`src/rtl/conv_window_gen.sv`:
```
// conv_window_gen: turns a raster-order pixel stream into 3x3 sliding windows.
// Two line buffers hold the previous two rows; a 3x3 shift array collects the
// current window column by column. Windows are registered and qualified by
// win_valid one clock after the bottom-right pixel is accepted.
module conv_window_gen #(
  parameter int IMAGE_SIZE  = 16,
  parameter int KERNEL_SIZE = 3,
  parameter int DATA_WIDTH  = 16,
  parameter int ADDR_SIZE   = 4
) (
  input  logic                  clk,
  input  logic                  rst,
  input  logic                  in_valid,
  input  logic                  in_sof,
  input  logic [DATA_WIDTH-1:0] in_data,
  output logic                  win_valid,
  output logic [ADDR_SIZE-1:0]  win_row,
  output logic [ADDR_SIZE-1:0]  win_col,
  output logic [DATA_WIDTH-1:0] ImgP1,
  output logic [DATA_WIDTH-1:0] ImgP2,
  output logic [DATA_WIDTH-1:0] ImgP3,
  output logic [DATA_WIDTH-1:0] ImgP4,
  output logic [DATA_WIDTH-1:0] ImgP5,
  output logic [DATA_WIDTH-1:0] ImgP6,
  output logic [DATA_WIDTH-1:0] ImgP7,
  output logic [DATA_WIDTH-1:0] ImgP8,
  output logic [DATA_WIDTH-1:0] ImgP9,
  output logic                  frame_done
);

  localparam int K = KERNEL_SIZE;
  localparam logic [ADDR_SIZE-1:0] LAST  = ADDR_SIZE'(IMAGE_SIZE - 1);
  localparam logic [ADDR_SIZE-1:0] FIRST = ADDR_SIZE'(K - 1);

  typedef logic [IMAGE_SIZE-1:0][DATA_WIDTH-1:0] line_t;
  typedef logic [K-1:0][K-1:0][DATA_WIDTH-1:0]   win_t;  // [row][col]

  logic [ADDR_SIZE-1:0] in_row_q, in_row_d, in_col_q, in_col_d;
  logic [ADDR_SIZE-1:0] cur_row, cur_col;
  line_t                lb0_q, lb0_d;  // row r-1
  line_t                lb1_q, lb1_d;  // row r-2
  win_t                 win_q, win_d;  // running shift array
  win_t                 out_q, out_d;  // registered window presented to conv_block
  logic                 vld_q, vld_d, done_q, done_d, emit;
  logic [ADDR_SIZE-1:0] wrow_q, wrow_d, wcol_q, wcol_d;

  // Position of the pixel on in_data; sof forces (0,0) and abandons any old frame.
  always_comb begin
    cur_row = in_sof ? '0 : in_row_q;
    cur_col = in_sof ? '0 : in_col_q;
    in_row_d = in_row_q;
    in_col_d = in_col_q;
    if (in_valid) begin
      if (cur_col == LAST) begin
        in_col_d = '0;
        in_row_d = (cur_row == LAST) ? '0 : cur_row + 1'b1;
      end else begin
        in_col_d = cur_col + 1'b1;
        in_row_d = cur_row;
      end
    end
  end

  // Line buffers and window shift: reads use the old contents (previous rows),
  // so a same-column write this cycle is never seen by this pixel's window.
  always_comb begin
    lb0_d = lb0_q;
    lb1_d = lb1_q;
    win_d = win_q;
    if (in_valid) begin
      lb1_d[cur_col] = lb0_q[cur_col];
      lb0_d[cur_col] = in_data;
      for (int i = 0; i < K; i++)
        for (int j = 0; j < K - 1; j++)
          win_d[i][j] = win_q[i][j+1];
      win_d[0][K-1] = lb1_q[cur_col];
      win_d[1][K-1] = lb0_q[cur_col];
      win_d[2][K-1] = in_data;
    end
  end

  // A window is complete once the accepted pixel is at least two rows and two
  // columns in; rows 0/1 of the current frame are always behind it, so stale
  // line-buffer data from an earlier frame cannot leak into it.
  always_comb begin
    emit   = in_valid && (cur_row >= FIRST) && (cur_col >= FIRST);
    vld_d  = emit;
    done_d = emit && (cur_row == LAST) && (cur_col == LAST);
    out_d  = emit ? win_d : out_q;
    wrow_d = emit ? cur_row - FIRST : wrow_q;
    wcol_d = emit ? cur_col - FIRST : wcol_q;
  end

  // All state registers; reset clears everything including the line buffers.
  always_ff @(posedge clk or posedge rst) begin
    if (rst) begin
      in_row_q <= '0;
      in_col_q <= '0;
      lb0_q    <= '0;
      lb1_q    <= '0;
      win_q    <= '0;
      out_q    <= '0;
      vld_q    <= 1'b0;
      done_q   <= 1'b0;
      wrow_q   <= '0;
      wcol_q   <= '0;
    end else begin
      in_row_q <= in_row_d;
      in_col_q <= in_col_d;
      lb0_q    <= lb0_d;
      lb1_q    <= lb1_d;
      win_q    <= win_d;
      out_q    <= out_d;
      vld_q    <= vld_d;
      done_q   <= done_d;
      wrow_q   <= wrow_d;
      wcol_q   <= wcol_d;
    end
  end

  assign win_valid  = vld_q;
  assign frame_done = done_q;
  assign win_row    = wrow_q;
  assign win_col    = wcol_q;
  assign ImgP1 = out_q[0][0];
  assign ImgP2 = out_q[0][1];
  assign ImgP3 = out_q[0][2];
  assign ImgP4 = out_q[1][0];
  assign ImgP5 = out_q[1][1];
  assign ImgP6 = out_q[1][2];
  assign ImgP7 = out_q[2][0];
  assign ImgP8 = out_q[2][1];
  assign ImgP9 = out_q[2][2];

endmodule

```
`config.mk`:
```
export PLATFORM = sky130hd
export DESIGN_NAME = conv_window_gen
export DESIGN_NICKNAME = d
export VERILOG_FILES = /design/src/rtl/conv_window_gen.sv
export SDC_FILE = /design/constraint.sdc
export NUM_CORES = 2
export LEC_CHECK = 0
export ABC_AREA = 1
export BUFFER_PORTS_ARGS = -buffer_cell sky130_fd_sc_hd__buf_4
export CORE_AREA = 2 2 288 290
export CTS_CLUSTER_SIZE = 25
export DETAILED_ROUTE_END_ITERATION = 8
export DIE_AREA = 0 0 290 292
export SYNTH_ARGS = -nofsm -noshare
export SYNTH_HDL_FRONTEND = slang
export SYNTH_SLANG_ARGS = --single-unit
export TNS_END_PERCENT = 5
```
`constraint.sdc`:
```
create_clock -name clk -period 28.8 [get_ports clk]
set_clock_uncertainty 0.05 [all_clocks]
set_input_delay 5.76 -clock clk [delete_from_list [all_inputs] [get_ports clk]]
set_output_delay 5.76 -clock clk [all_outputs]
set_load 0.03 [all_outputs]
```
---- Yosys cells after proc, flatten, opt, wreduce, memory -nomap -nowiden ----
Cells that the tools add are included.
storage, ports and cells
  register bits after elaboration ......... 818
  input port bits ......................... 20
  output and inout bits ................... 154
  logic and storage cells ................. 85
operators by class
  add/subtract/negate cells ............... 4
  order comparisons ....................... 4
  eq/ne operators ......................... 2
  multiplexer cells ....................... 14
  reduce and logical (&&, ||, !) cells .... 5
operators by type and width
  kind                                                                          count
  256-bit bitwise mux                                                           2
  144-bit 2-to-1 mux                                                            1
  16-bit binary-select mux with 4-bit select                                    2
  16-bit demux with 4-bit select                                                1
  16-bit 2-to-1 mux                                                             3
  4-bit 2-to-1 mux                                                              5
  4-bit by 1-bit adder with 4-bit output, second input constant                 2
  4-bit == test, second input constant                                          2
  4-bit by 2-bit >= comparator with 1-bit output, second input constant         2
  4-bit by 2-bit subtractor with 4-bit output, second input constant            2
  1-bit logical AND                                                             5
  4-bit by 5-bit less-than comparator with 1-bit output, second input constant  1
  4-bit by 1-bit >= comparator with 1-bit output, second input constant         1

---- Depth between registers and ports, before layout ----
  depth in word-level cells ............... 6
  gate-level depth with buffers ........... 15
  mapped depth without buffers ............ 11

---- Worst setup path after synthesis ----
No wires, ideal clock.
  kind .................................... in2reg
  from .................................... input in_sof
  to ...................................... register lb1_q[164] in the netlist's numbering
  setup time .............................. 0.136 ns
  arrival ................................. 7.471 ns
  data required time ...................... 28.614 ns
  path slack .............................. 21.143 ns
  cell stages on the path ................. 13
  path buffers ............................ 6
  path through ............................ buf_6 inv_6 nand2_4 buf_6 buf_6 buf_6 buf_2 ha_1 nand2_1 inv_1 nand2_1 clkbuf_1 o21ai_0
between the ends
  longest elaborated chain between the ends .. 6
  elaborated cells on any way between the ends .. 9
  those cells by class .................... order compare (2); mux (6); reduce/logical (1)
RTL lines
  element                                                                                                                                        line  RTL
  start, declared                                                                                                                                14    input logic in_sof,
  4-bit 2-to-1 mux *                                                                                                                             50    cur_col = in_sof ? '0 : in_col_q;
  4-bit by 5-bit less-than comparator with 1-bit output (not written as such) or 4-bit by 1-bit >= comparator with 1-bit output (tied branches)  71    lb1_d[cur_col] = lb0_q[cur_col];
  1-bit logical AND (not written as such)                                                                                                        71
  16-bit 2-to-1 mux (not written as such)                                                                                                        71
  16-bit demux with 4-bit select                                                                                                                 71
  256-bit bitwise mux *                                                                                                                          71
  end signal, assigned                                                                                                                           111   lb1_q <= lb1_d;
  end, declared                                                                                                                                  41    line_t lb1_q, lb1_d;
Mark *: on every way between the ends. The rest lies on a longest branch, timed or not. The select of a mux whose other input is x is not followed.
A chain may end at the register's enable or synchronous reset.

---- Worst setup path after layout ----
  from .................................... input in_sof
  to ...................................... register out_q (netlist bit ImgP3[6])
between the ends
  longest elaborated chain between the ends .. 4
  elaborated cells on any way between the ends .. 9
  those cells by class .................... order compare (2); mux (5); reduce/logical (2)
RTL lines
  element                                                                                                       line    RTL
  4-bit 2-to-1 mux (on tied branches)                                                                           50, 49
  16-bit binary-select mux with 4-bit select or 4-bit by 2-bit >= comparator with 1-bit output (tied branches)  76, 86
  16-bit 2-to-1 mux (not written as such) or 1-bit logical AND (tied branches)                                  76, 86
  144-bit 2-to-1 mux or 1-bit logical AND (tied branches)                                                       70, 86
  end signal, assigned                                                                                          113     out_q <= out_d;
  end, declared                                                                                                 43      win_t out_q, out_d;
Several ways; a longest one is shown, not always the timed one. The select of a mux whose other input is x is not followed.

==> flow_summary.toml <==
[grt]
grt_use_total_pct = 25.1
grt_antenna_before_repair = 2
grt_pass1_wl_mm = 167
grt_start_max_net_pins = 121
gr-usage-met1_pct = 36.3
grt_pass1_vias = 28368
grt_busiest_layer = "met2"
use_met2_pct = 38.9
grt_remaining_overflow = 0
grt_use_met3_pct = 4.36

[die]
rows = 105
initial_core_util_pct = 44.7
core_area_sq_mm = 0.0816
die_h_um = 292
fp.dieW_um = 290
ios = 174
fp.dieArea_sq_mm = 0.0847

[status]
status = "finished clean"

[worst_hold_path]
hp-start = "win_q[15]$_DFF_PP0_"
worstHoldEndpoint = "win_q[15]$_DFF_PP0_"
min_path_cells = 2
hp-class = "flop to flop"

[sta]
clock.fmax_mhz = 108
final_max_slew_viol_count = 0
finalHoldViolations = 0
setup_viol_count_final = 0
min_period_over_period_pct = 32.2
rsz0062_at_grt = "false"
worst_slew_pin_slew_ns = 1.12
max_slew_margin_pct = 25.1
setup_tns_ns = 0
holdWs_ns = 0.419
finalCriticalPeriod_ns = 9.27

[synthesis]
yosys.area.top_type = "dfrtp_1"
yosys-top-cells-area = "dfrtp_1 (56%), nand2_1 (19%), o21ai_0 (7.7%)"
yosysWarnings = 0
synth_ff_type = "dfrtp_1"
ys_types = 30
async_flop_share_pct = 100
synth_seq_cells = 818
synth_top_area_share_pct = 56.1
ys_seq_area_share_pct = 56.1
syn-instance-count = 4582
synth_commonest_cells = "nand2_1 (1,832), dfrtp_1 (818), o21ai_0 (565)"
yosysMostFrequentCell = "nand2_1"
synth_area_sq_mm = 0.0365
synth_nets = 4611
syn_area_per_cell_sq_um = 7.96
synth_edf_count = 0

[finish]
syn_to_final_growth_pct = 12.8
layout.nets = 4618
num_antenna_cells = 0
final_core_util_pct = 50.4
design_area_sq_mm = 0.0412
regArea_sq_mm = 0.0205
drive_above_1_share_pct = 9.25
multiInputGateArea_sq_mm = 0.0131
fillers = 8010

[place]
place_congestion = 0.783
place_area_sq_mm = 0.0382
hpwlAfterDp_mm = 58.9
portBuffers = 173

[setup_path]
worstPathMaxFanout = 91
r2r_end = "ImgP6[10]$_DFFE_PP0P_"
reg2reg_from = "in_col_q[0]$_DFFE_PP0P_"
cp.arrival_ns = 9.80
crit_path_end_kind = "flop"
critPathKind = "input pin to flop"
startpoint_type = "input pin"
required_ns = 29.33
r2r_setup_slack_ns = 24.25
rr_worst_depth = 13

[clocking]
clk_latency_ns = 0.65
postCtsSetupBuffers = 0
cts.reportedPaths.clkPinSlew_ns = 0.06
cts_root_buf = "clkbuf_16"
ctsResizeCount = 0
clock_sinks = 818
cts_tree = "built"
hold_buffers = 0
htreeDepth = 3
clockBufferDepth = 3
cts_buffers = 89

[detailed_routing]
drtIter0Drc = 2683
ant_nets = 0
via_per_inst = 5.11
dr.pass1.iters = 8
drcViolationCount = 0
vias = 29268
drt-wirelength-per-cell_um = 18.3
drt_wl_total_mm = 105

[job]
maxCapViolations = 0

[power_and_ir_drop]
vdd_ir_drop_max_mv = 0.0466
p_leak_nw = 21.4
power.density_mw_per_mm2 = 80.0
[worst max path at each step]
stage / start / end / slack (ns) / cells after the start
CTS: rst / lb0_q[169]$_DFFE_PP0P_ / 19.29 / 6
global route: rst / lb0_q[216]$_DFFE_PP0P_ / 18.89 / 6
finish: in_sof / ImgP3[6]$_DFFE_PP0P_ / 19.53 / 12
floorplan: rst / ImgP1[0]$_DFFE_PP0P_ / 0.01 / 1
detailed placement: rst / lb0_q[220]$_DFFE_PP0P_ / 18.61 / 6
global placement: rst / lb0_q[204]$_DFFE_PP0P_ / 18.59 / 6
[power breakdown]
group / total [W] / internal [W] / switching, W
logic: 0.000680 / 0.000220 / 0.000460
clock network: 0.00114 / 0.000667 / 0.000477
registers: 0.00147 / 0.00135 / 0.000114
[cell usage in the layout, fill, tap and decap left out, types with 2 or more instances in the layout]
| cell type | synthesis | layout |
|---|---|---|
| nand3b_1 | 4 | 4 |
| clkinv_8 | 0 | 2 |
| bufinv_16 | 0 | 3 |
| nand2_2 | 3 | 9 |
| clkbuf_8 | 0 | 25 |
| o21ai_0 | 565 | 565 |
| nor2_4 | 16 | 17 |
| dfrtp_1 | 818 | 817 |
| o21ai_1 | 69 | 69 |
| ha_1 | 9 | 9 |
| nor2_1 | 115 | 115 |
| a21oi_1 | 34 | 34 |
| nand3_1 | 301 | 301 |
| nand2_1 | 1832 | 1817 |
| a21boi_0 | 17 | 17 |
| clkbuf_16 | 0 | 90 |
| or2_2 | 16 | 16 |
| buf_4 | 11 | 213 |
| clkinv_2 | 0 | 24 |
| nand2_4 | 2 | 8 |
| clkbuf_1 | 161 | 15 |
| inv_2 | 8 | 4 |
| inv_6 | 1 | 4 |
| nor2_2 | 7 | 6 |
| inv_1 | 446 | 445 |
| a31oi_1 | 12 | 12 |
| inv_4 | 0 | 2 |
| nand2_8 | 0 | 3 |
| xor2_1 | 4 | 4 |
[critical path, stage by stage]
cell	delay, ns
buf_4	0.17
inv_6	0.54
nand2_8	0.48
clkinv_2	0.14
ha_1	0.14
nand2_1	0.05
nand3_1	0.20
nand2_8	0.34
inv_4	0.61
buf_4	0.88
nand3_1	0.19
nand2_1	0.10
[sequential cells by signal (all words and copies together), names as in the netlist, 16 cells and up]
register and cells:
win_q 144, ImgP3 16, ImgP2 16, ImgP5 16, lb1_q 256, ImgP6 16, ImgP4 16, lb0_q 256
ImgP1 16, ImgP7 16, ImgP8 16, ImgP9 16
[routing by layer]
| layer | part of all wire (%) | wire length, um |
|---|---|---|
| met4 | 2.7 | 2810 |
| met3 | 6.6 | 6880 |
| met1 | 47 | 49100 |
| met5 | 0 | 0 |
| met2 | 44 | 46000 |
[kinds of logic (layout without fill, tap and decap cells)]
kind of cell	Yosys count	in the layout	synth area share, %
and+or+nand+nor	2298	2298	25.3
DFF	818	818	56.1
buffers and inverters	753	831	8.45
AOI/OAI and AO/OA	700	700	9.78
adders and majority gates	9	9	0.309
xor gates and xnor gates	4	4	0.0960
[cell type report]
class,instances,share of cell area (%)
clock buffers,130,6.45
clock inverters,32,0.721
inverters,455,4.20
multi-input cells,3011,31.7
flip-flops and latches,818,49.8
well taps,1070,3.25
repair buffers,214,3.91
[stage by stage]
step                instances  setup slack [ns]  power (W)
floorplan                4582            0.0142    0.00194
global placement         5568             18.59    0.00215
detailed placement       5568             18.61    0.00217
CTS                      5730             19.29    0.00332
global route             5730             18.89    0.00348
finish                   5730             19.53    0.00329
Note: power is estimated with default switching activity, not from simulation.
